==> config.mk <==
export PLATFORM = sky130hd
export DESIGN_NAME = fifo_stream_drain
export DESIGN_NICKNAME = d
export VERILOG_FILES = /design/src/rtl/fifo_stream_drain_pkg.sv /design/src/rtl/stream_skid_reg.sv /design/src/rtl/fifo_stream_drain.sv
export SDC_FILE = /design/constraint.sdc
export NUM_CORES = 1
export LEC_CHECK = 0
export CAP_MARGIN = 5
export CORE_MARGIN = 3
export CORE_UTILIZATION = 54
export DETAILED_ROUTE_END_ITERATION = 7
export PLACE_DENSITY = 0.9
export SLEW_MARGIN = 20
export SYNTH_ARGS = -nofsm -noshare
export SYNTH_HDL_FRONTEND = slang
export SYNTH_HIERARCHICAL = 1
export SYNTH_SLANG_ARGS = --single-unit
==> constraint.sdc <==
create_clock -name clk -period 17.5 [get_ports clk]
set_clock_uncertainty 0.05 [all_clocks]
set_input_delay 3.5 -clock clk [delete_from_list [all_inputs] [get_ports clk]]
set_output_delay 3.5 -clock clk [all_outputs]
set_load 0.01 [all_outputs]
==> src/rtl/fifo_stream_drain_pkg.sv <==
// Shared widths, beat record and lane-parity helper for the FIFO stream drain.
package fifo_stream_drain_pkg;

  localparam int unsigned STREAM_W = 128;
  localparam int unsigned PARITY_W = 16;
  localparam int unsigned LANE_W   = 8;

  typedef struct packed {
    logic [STREAM_W-1:0] data;
    logic                last;
  } beat_t;

  localparam int unsigned BEAT_W = $bits(beat_t);

  // Bit i is set when byte lane i disagrees with its parity bit.
  function automatic logic [PARITY_W-1:0] lane_fail(input logic [STREAM_W-1:0] data,
                                                   input logic [PARITY_W-1:0] par,
                                                   input logic                odd);
    logic [PARITY_W-1:0] f;
    for (int unsigned i = 0; i < PARITY_W; i++) begin
      f[i] = (^data[i*LANE_W +: LANE_W]) ^ par[i] ^ odd;
    end
    return f;
  endfunction

endpackage

==> src/rtl/stream_skid_reg.sv <==
// Two-entry skid buffer: output register plus one spare slot, with a registered upstream ready.
module stream_skid_reg #(
  parameter int unsigned WIDTH = 129
) (
  input  logic             i_clk,
  input  logic             i_rst,
  input  logic             i_valid,
  output logic             o_ready,
  input  logic [WIDTH-1:0] i_data,
  output logic             o_valid,
  input  logic             i_ready,
  output logic [WIDTH-1:0] o_data
);

  logic             r_out_valid;
  logic             r_skid_valid;
  logic [WIDTH-1:0] r_out_data;
  logic [WIDTH-1:0] r_skid_data;
  logic             w_push;
  logic             w_xfer;

  // Ready depends only on the spare slot, so it never sees downstream ready.
  assign o_ready = !r_skid_valid;
  assign w_push  = i_valid && !r_skid_valid;
  assign w_xfer  = r_out_valid && i_ready;
  assign o_valid = r_out_valid;
  assign o_data  = r_out_data;

  always_ff @(posedge i_clk or posedge i_rst) begin
    if (i_rst) begin
      r_out_valid  <= 1'b0;
      r_skid_valid <= 1'b0;
      r_out_data   <= '0;
      r_skid_data  <= '0;
    end else if (w_xfer && r_skid_valid) begin
      r_out_data   <= r_skid_data;
      r_skid_valid <= 1'b0;
    end else if (w_push && (w_xfer || !r_out_valid)) begin
      r_out_valid <= 1'b1;
      r_out_data  <= i_data;
    end else if (w_push) begin
      r_skid_valid <= 1'b1;
      r_skid_data  <= i_data;
    end else if (w_xfer) begin
      r_out_valid <= 1'b0;
    end
  end

endmodule

==> src/rtl/fifo_stream_drain.sv <==
// Drains a FWFT FIFO into a registered valid/ready stream with burst tlast, parity check
// and a delivered-beat counter.
module fifo_stream_drain
  import fifo_stream_drain_pkg::*;
#(
  parameter int unsigned BURST_LEN    = 8,
  parameter bit          PARITY_CHECK = 1'b1,
  parameter bit          ODD_PARITY   = 1'b0
) (
  input  logic                clk,
  input  logic                rst,
  input  logic [STREAM_W-1:0] fifo_dout,
  input  logic [PARITY_W-1:0] fifo_doutp,
  input  logic                fifo_empty,
  output logic                fifo_rd_en,
  output logic [STREAM_W-1:0] m_tdata,
  output logic                m_tvalid,
  output logic                m_tlast,
  input  logic                m_tready,
  input  logic                err_clr,
  output logic                parity_err,
  output logic [PARITY_W-1:0] parity_err_lanes,
  output logic [31:0]         beat_count
);

  localparam logic [7:0] LAST_CNT = 8'(BURST_LEN - 1);

  logic [7:0]          r_burst_cnt;
  logic                r_parity_err;
  logic [PARITY_W-1:0] r_lanes;
  logic [31:0]         r_beat_count;
  logic                w_fifo_avail;
  logic                w_skid_ready;
  logic                w_pop;
  logic [PARITY_W-1:0] w_fail;
  beat_t               w_in_beat;
  beat_t               w_out_beat;

  // Held off during reset so the FIFO is never popped into a buffer being cleared.
  assign w_fifo_avail   = !fifo_empty && !rst;
  assign w_pop          = w_fifo_avail && w_skid_ready;
  assign fifo_rd_en     = w_pop;
  assign w_in_beat.data = fifo_dout;
  assign w_in_beat.last = (r_burst_cnt == LAST_CNT);
  assign w_fail = (PARITY_CHECK && w_pop) ? lane_fail(fifo_dout, fifo_doutp, ODD_PARITY) : '0;

  stream_skid_reg #(
    .WIDTH (BEAT_W)
  ) u_skid (
    .i_clk   (clk),
    .i_rst   (rst),
    .i_valid (w_fifo_avail),
    .o_ready (w_skid_ready),
    .i_data  (w_in_beat),
    .o_valid (m_tvalid),
    .i_ready (m_tready),
    .o_data  (w_out_beat)
  );

  assign m_tdata          = w_out_beat.data;
  assign m_tlast          = w_out_beat.last;
  assign parity_err       = r_parity_err;
  assign parity_err_lanes = r_lanes;
  assign beat_count       = r_beat_count;

  always_ff @(posedge clk or posedge rst) begin
    if (rst) begin
      r_burst_cnt  <= '0;
      r_beat_count <= '0;
    end else begin
      if (w_pop) begin
        r_burst_cnt <= (r_burst_cnt == LAST_CNT) ? 8'd0 : r_burst_cnt + 8'd1;
      end
      if (m_tvalid && m_tready) begin
        r_beat_count <= r_beat_count + 32'd1;
      end
    end
  end

  // A clear coinciding with a fresh error keeps only the fresh lanes.
  always_ff @(posedge clk or posedge rst) begin
    if (rst) begin
      r_parity_err <= 1'b0;
      r_lanes      <= '0;
    end else if (err_clr) begin
      r_parity_err <= |w_fail;
      r_lanes      <= w_fail;
    end else begin
      r_parity_err <= r_parity_err | (|w_fail);
      r_lanes      <= r_lanes | w_fail;
    end
  end

endmodule
; ---- Yosys cells after proc, flatten, opt, wreduce, memory -nomap -nowiden
; Cells that the tools add are included.
[totals]
register_bits = 317
latch_bits = 0
mem_bits_rw = 0
mem_bits_ro = 0
inputBits = 149
wordCells = 78
memories = 0
[classes]
n_addsub = 2
mul = 0
n_div = 0
magnitude_cmp = 0
n_eq_ne = 3
n_shift = 0
muxes = 12
n_bitwise = 20
n_reduce_logical = 33
[ops]
columns = cell, count
row1 = $mux W129, 2
row2 = $reduce_xor A8 Y1, 16
row3 = $add A32 B1 Y32 const B, 1
row4 = $mux W16, 2
row5 = $or A16 B16 Y16, 1
row6 = $reduce_or A16 Y1, 1
row7 = $xor A1 B1 Y1, 16
row8 = $add A8 B1 Y8 const B, 1
row9 = $eq A8 B3 Y1 const B, 1
row10 = $mux W8, 1
row11 = $mux W1, 7
row12 = $reduce_and A3 Y1, 2
row13 = $reduce_bool A2 Y1, 3
row14 = $logic_and A1 B1 Y1, 5
row15 = $logic_not A1 Y1, 4
row16 = $ne A2 B1 Y1 const B, 1
row17 = $ne A2 B2 Y1 const B, 1
row18 = $not A1 Y1, 2
row19 = $reduce_and A2 Y1, 1
row20 = $logic_or A1 B1 Y1, 1
row21 = $or A1 B1 Y1, 1

; ---- Logic depth before layout (Yosys ltp)
[logic_depth]
depth_word = 7
depth_mapped = 8
ltp_nobuf = 7

; ---- Hierarchy
; Netlist, hierarchy kept.
[modules_own_cells]
columns = mod, n_inst, cells_each, area_each_um2, seq_area_each_um2
row1 = stream_skid_reg, 1, 721, 10492.6, 6506.2
row2 = fifo_stream_drain, 1, 343, 3657.3, 1426.4

; ---- Least setup slack after synthesis
; Ideal clock, no wire load.
[synth_path]
path_type = input to output
startpoint = input rst
endpoint = output fifo_rd_en
t_arrival_ns = 3.993
t_required_ns = 13.950
setup_slack_ns = 9.957
stages = 3
path_cell_list = nor2_1 -> nand2_1 -> clkinv_1
[synth_via]
elab_chain_len = 3
[synth_lines]
columns = item, line
row1 = from (decl), fifo_stream_drain.sv:11  ; input logic rst,
row2 = $logic_not A1 Y1 (no line), -
row3 = $logic_and A1 B1 Y1, fifo_stream_drain.sv:40  ; assign w_fifo_avail = !fifo_empty && !rst;
row4 = $logic_and A1 B1 Y1, fifo_stream_drain.sv:41  ; assign w_pop = w_fifo_avail && w_skid_ready;
row5 = to (decl), fifo_stream_drain.sv:15  ; output logic fifo_rd_en,
; No other way between the ends.

; ---- Worst setup path in the final report
[layout_path]
startpoint = input rst
endpoint = output fifo_rd_en
[layout_via]
elab_chain_len = 3
[layout_lines]
columns = item, line
row1 = $logic_not A1 Y1 (no line), -
row2 = $logic_and A1 B1 Y1, fifo_stream_drain.sv:40
row3 = net w_fifo_avail, fifo_stream_drain.sv:32  ; logic w_fifo_avail;
row4 = $logic_and A1 B1 Y1, fifo_stream_drain.sv:41
; The timed path passes the listed nets, and every way through them passes these cells.

==> results.cfg <==
[placed_design]
gp_congestion = 0.8430
dp_cells = 1670
io_buffer_count = 328
hpwl_microns = 24730

[drt]
drt_iter0_markers = 762
drt-pass1-iter-count = 6
postRouteAntennaNets = 0
topRoutingLayerUsed = met4
route.detailed.drc = 0
wl_met3_microns = 2933
routedLengthMet1_microns = 14500
drt-vias-per-instance = 5.792
drt_wl_total_microns = 36940
route.vias.total = 9997
wl_met2_microns = 17830
wl_per_cell_microns = 21.40

[clock_network]
clock_latency_ns = 0.50
hold_buffers = 0
numClockSinks = 317
htreeDepth = 2
path_clk_slew_ns = 0.05
post_cts_resized = 0
cts_tree = yes
cts_max_path_buffers = 3
cts_buffers = 35
cts_setup_buffers = 0
cts-root-buf = clkbuf_16

[synthesis]
syn_inst = 1064
synth_nets = 1215
synthTopCellsByCount = dfrtp_1, mux2_1, a221o_1, and2_1, xnor2_1
ys.flop_type = dfrtp_1
yosysMostFrequentCell = dfrtp_1
synth_edf_count = 0
async_reset_ff_share_pct = 100.0
yosysSeqAreaShare_pct = 56.06
yosys-top-cells-area = dfrtp_1, mux2_1, a221o_1
ys_ff_latch = 317
synth_top_area_share_pct = 56.06
synth_area_per_cell_sq_um = 13.30
yosysTopAreaCell = dfrtp_1
yosysWarnings = 6
syn_area_sq_um = 14150
synth.distinct_cells = 42

[global_route]
grt_pass1_wl_microns = 58370
grt.overflow.total = 0
grt_pass1_vias = 10770
antenna_found_initial = 1
grt_usage_pct = 25.51
grt_max_degree = 142

[die]
ios = 329
core.rowCount = 58
initial_core_util_pct = 55.55
die_area_sq_um = 28180
die_w_microns = 167.9
core_sq_um = 25470
die_h_microns = 167.9

[job]
drv_cap = 0

[pwr]
p_comb_share_pct = 33.6
netSwitchingPower_mw = 0.8747
p_sw_share_pct = 30.37
p_per_area_nw_per_um2 = 154.5
ir_worst_vdd_uv = 114.0
seq_power_share_pct = 42.5
clkPwrFrac_pct = 23.9
leakagePower_nw = 8.056
p_int_mw = 2.005

[final_layout]
finish.utilization_pct = 73.20
final_nets = 1528
syn2layout_area_growth_pct = 31.78
drive_gt1_share_pct = 5.376
stdcell_count = 1726

[setup_path]
rr_worst_depth = 4
crit_top_cell = clkdlybuf4s50_1
crit_buf_inv = 3
arrival_ns = 6.08
critPathSlowestCell = clkdlybuf4s50_1
cp_max_fo = 23
regToRegSetupSlack_ns = 15.13
startpoint_type = input pin
cp_cell_sequence = clkdlybuf4s50_1 -> nor2_1 -> nand2_1 -> clkinv_1 -> clkdlybuf4s50_1
cp.required_ns = 13.95
end_kind = primary output
r2r_end = u_skid/o_data[65]$_DFFE_PP0P_
crit_start = rst
max_stage_delay_ns = 0.65
worstReg2RegStart = u_skid/o_valid$_DFFE_PP0P_
crit_family = buffers and inverters
crit_type = input pin to primary output

[timing]
rsz0062_at_grt = false
slew_headroom_pct = 27.84
tns_ns = 0
final.period_utilization_pct = 55.03
max_freq_ghz = 0.1038
tightest_slew_ns = 1.082
slew_violations = 0
timing.hold.ws_ns = 0.4199
finalSetupViolations = 0
hold_violations = 0
fin_crit_ns = 9.631

[hold_path]
hold_path_class = flip-flop to flip-flop
min_from = beat_count[31]$_DFFE_PP0P_
hold-path-endpoint = beat_count[31]$_DFFE_PP0P_
min_delay_path_depth = 1

[run_status]
status = finished, final reports clean
## per-stage QoR
step	worst slack (ns)	instance area (sq um)	total power, mW
after CTS	7.864	18640	2.899
after detailed placement	7.872	17580	2.194
after global placement	7.976	17580	2.141
after global routing	7.728	18650	3.023
final	7.869	18650	2.880
after floorplan	6.795	14150	1.680
## cell usage in the layout (no fill, tap or decap), types with 3 or more instances in the layout
master,Yosys,layout
clkdlybuf4s50_1,0,328
dfrtp_1,317,317
mux2_1,129,129
a221o_1,128,128
and2_1,128,128
xnor2_1,109,109
clkbuf_16,0,37
nand2_1,28,28
xor2_1,28,28
inv_1,23,21
nor2_1,15,14
nand3_1,13,13
xnor3_1,13,13
o22ai_1,13,13
buf_4,4,10
nand4_1,9,9
o21ai_0,9,9
clkbuf_1,15,6
and3_1,6,5
clkbuf_8,0,5
a21oi_1,5,4
clkinv_2,0,4
nor3_1,3,3
nor2b_1,3,3
## registers in the layout (all words and copies together) (netlist names)
| name | flops |
|---|---|
| parity_err_lanes | 16 |
| u_skid/r_skid_data | 129 |
| r_burst_cnt | 8 |
| beat_count | 32 |
| parity_err | 1 |
| u_skid/o_data | 129 |
| u_skid/o_valid | 1 |
| u_skid/r_skid_valid | 1 |
## layer usage
layer | vias up | track usage (%)
met5 | - | 0
met4 | 0 | 10.64
met3 | 98 | 6.621
met2 | 394 | 41.92
met1 | 5059 | 32.41
li1 | 4446 | -
## final cells by class
type,instances,area [sq um]
clock buffer,48,1017
inverter,24,97.59
timing repair buffer,338,3358
tap,330,412.9
sequential,317,7933
antenna,1,2.502
clock inverter,7,45.04
multi-input combinational,661,5781
fill,1621,6825
## logic make-up (layout without fill, tap and decap cells)
logic type	after synthesis	after routing	synth area share [%]
other	0	1	0
AOI/OAI and AO/OA	159	159	10.34
xor gates and xnor gates	150	150	10.55
buffers and inverters	86	417	3.289
and+or+nand+nor	220	220	9.240
DFF	317	317	56.06
adders and majority gates	2	2	0.1768
muxes	130	130	10.35
## how the worst max path moves through the flow
stage	endpoint	slack, ns	depth (start not counted)
final	fifo_rd_en	7.87	5
after global routing	fifo_rd_en	7.73	5
after CTS	fifo_rd_en	7.86	5
after detailed placement	fifo_rd_en	7.87	5
after global placement	fifo_rd_en	7.98	5
after floorplan	u_skid/o_data[0]$_DFFE_PP0P_	6.79	1
## power groups by stage
| stage | Combinational (mW) | Clock (mW) | Sequential, mW |
|---|---|---|---|
| 2_1_floorplan | 0.427 | 0 | 1.25 |
| 5_1_grt | 1.04 | 0.728 | 1.26 |
| 3_3_place_gp | 0.936 | 0 | 1.20 |
| 6_report | 0.968 | 0.687 | 1.22 |
| 3_5_place_dp | 0.972 | 0 | 1.22 |
| 4_1_cts | 0.977 | 0.700 | 1.22 |
Power figures use the tool's default switching activity.
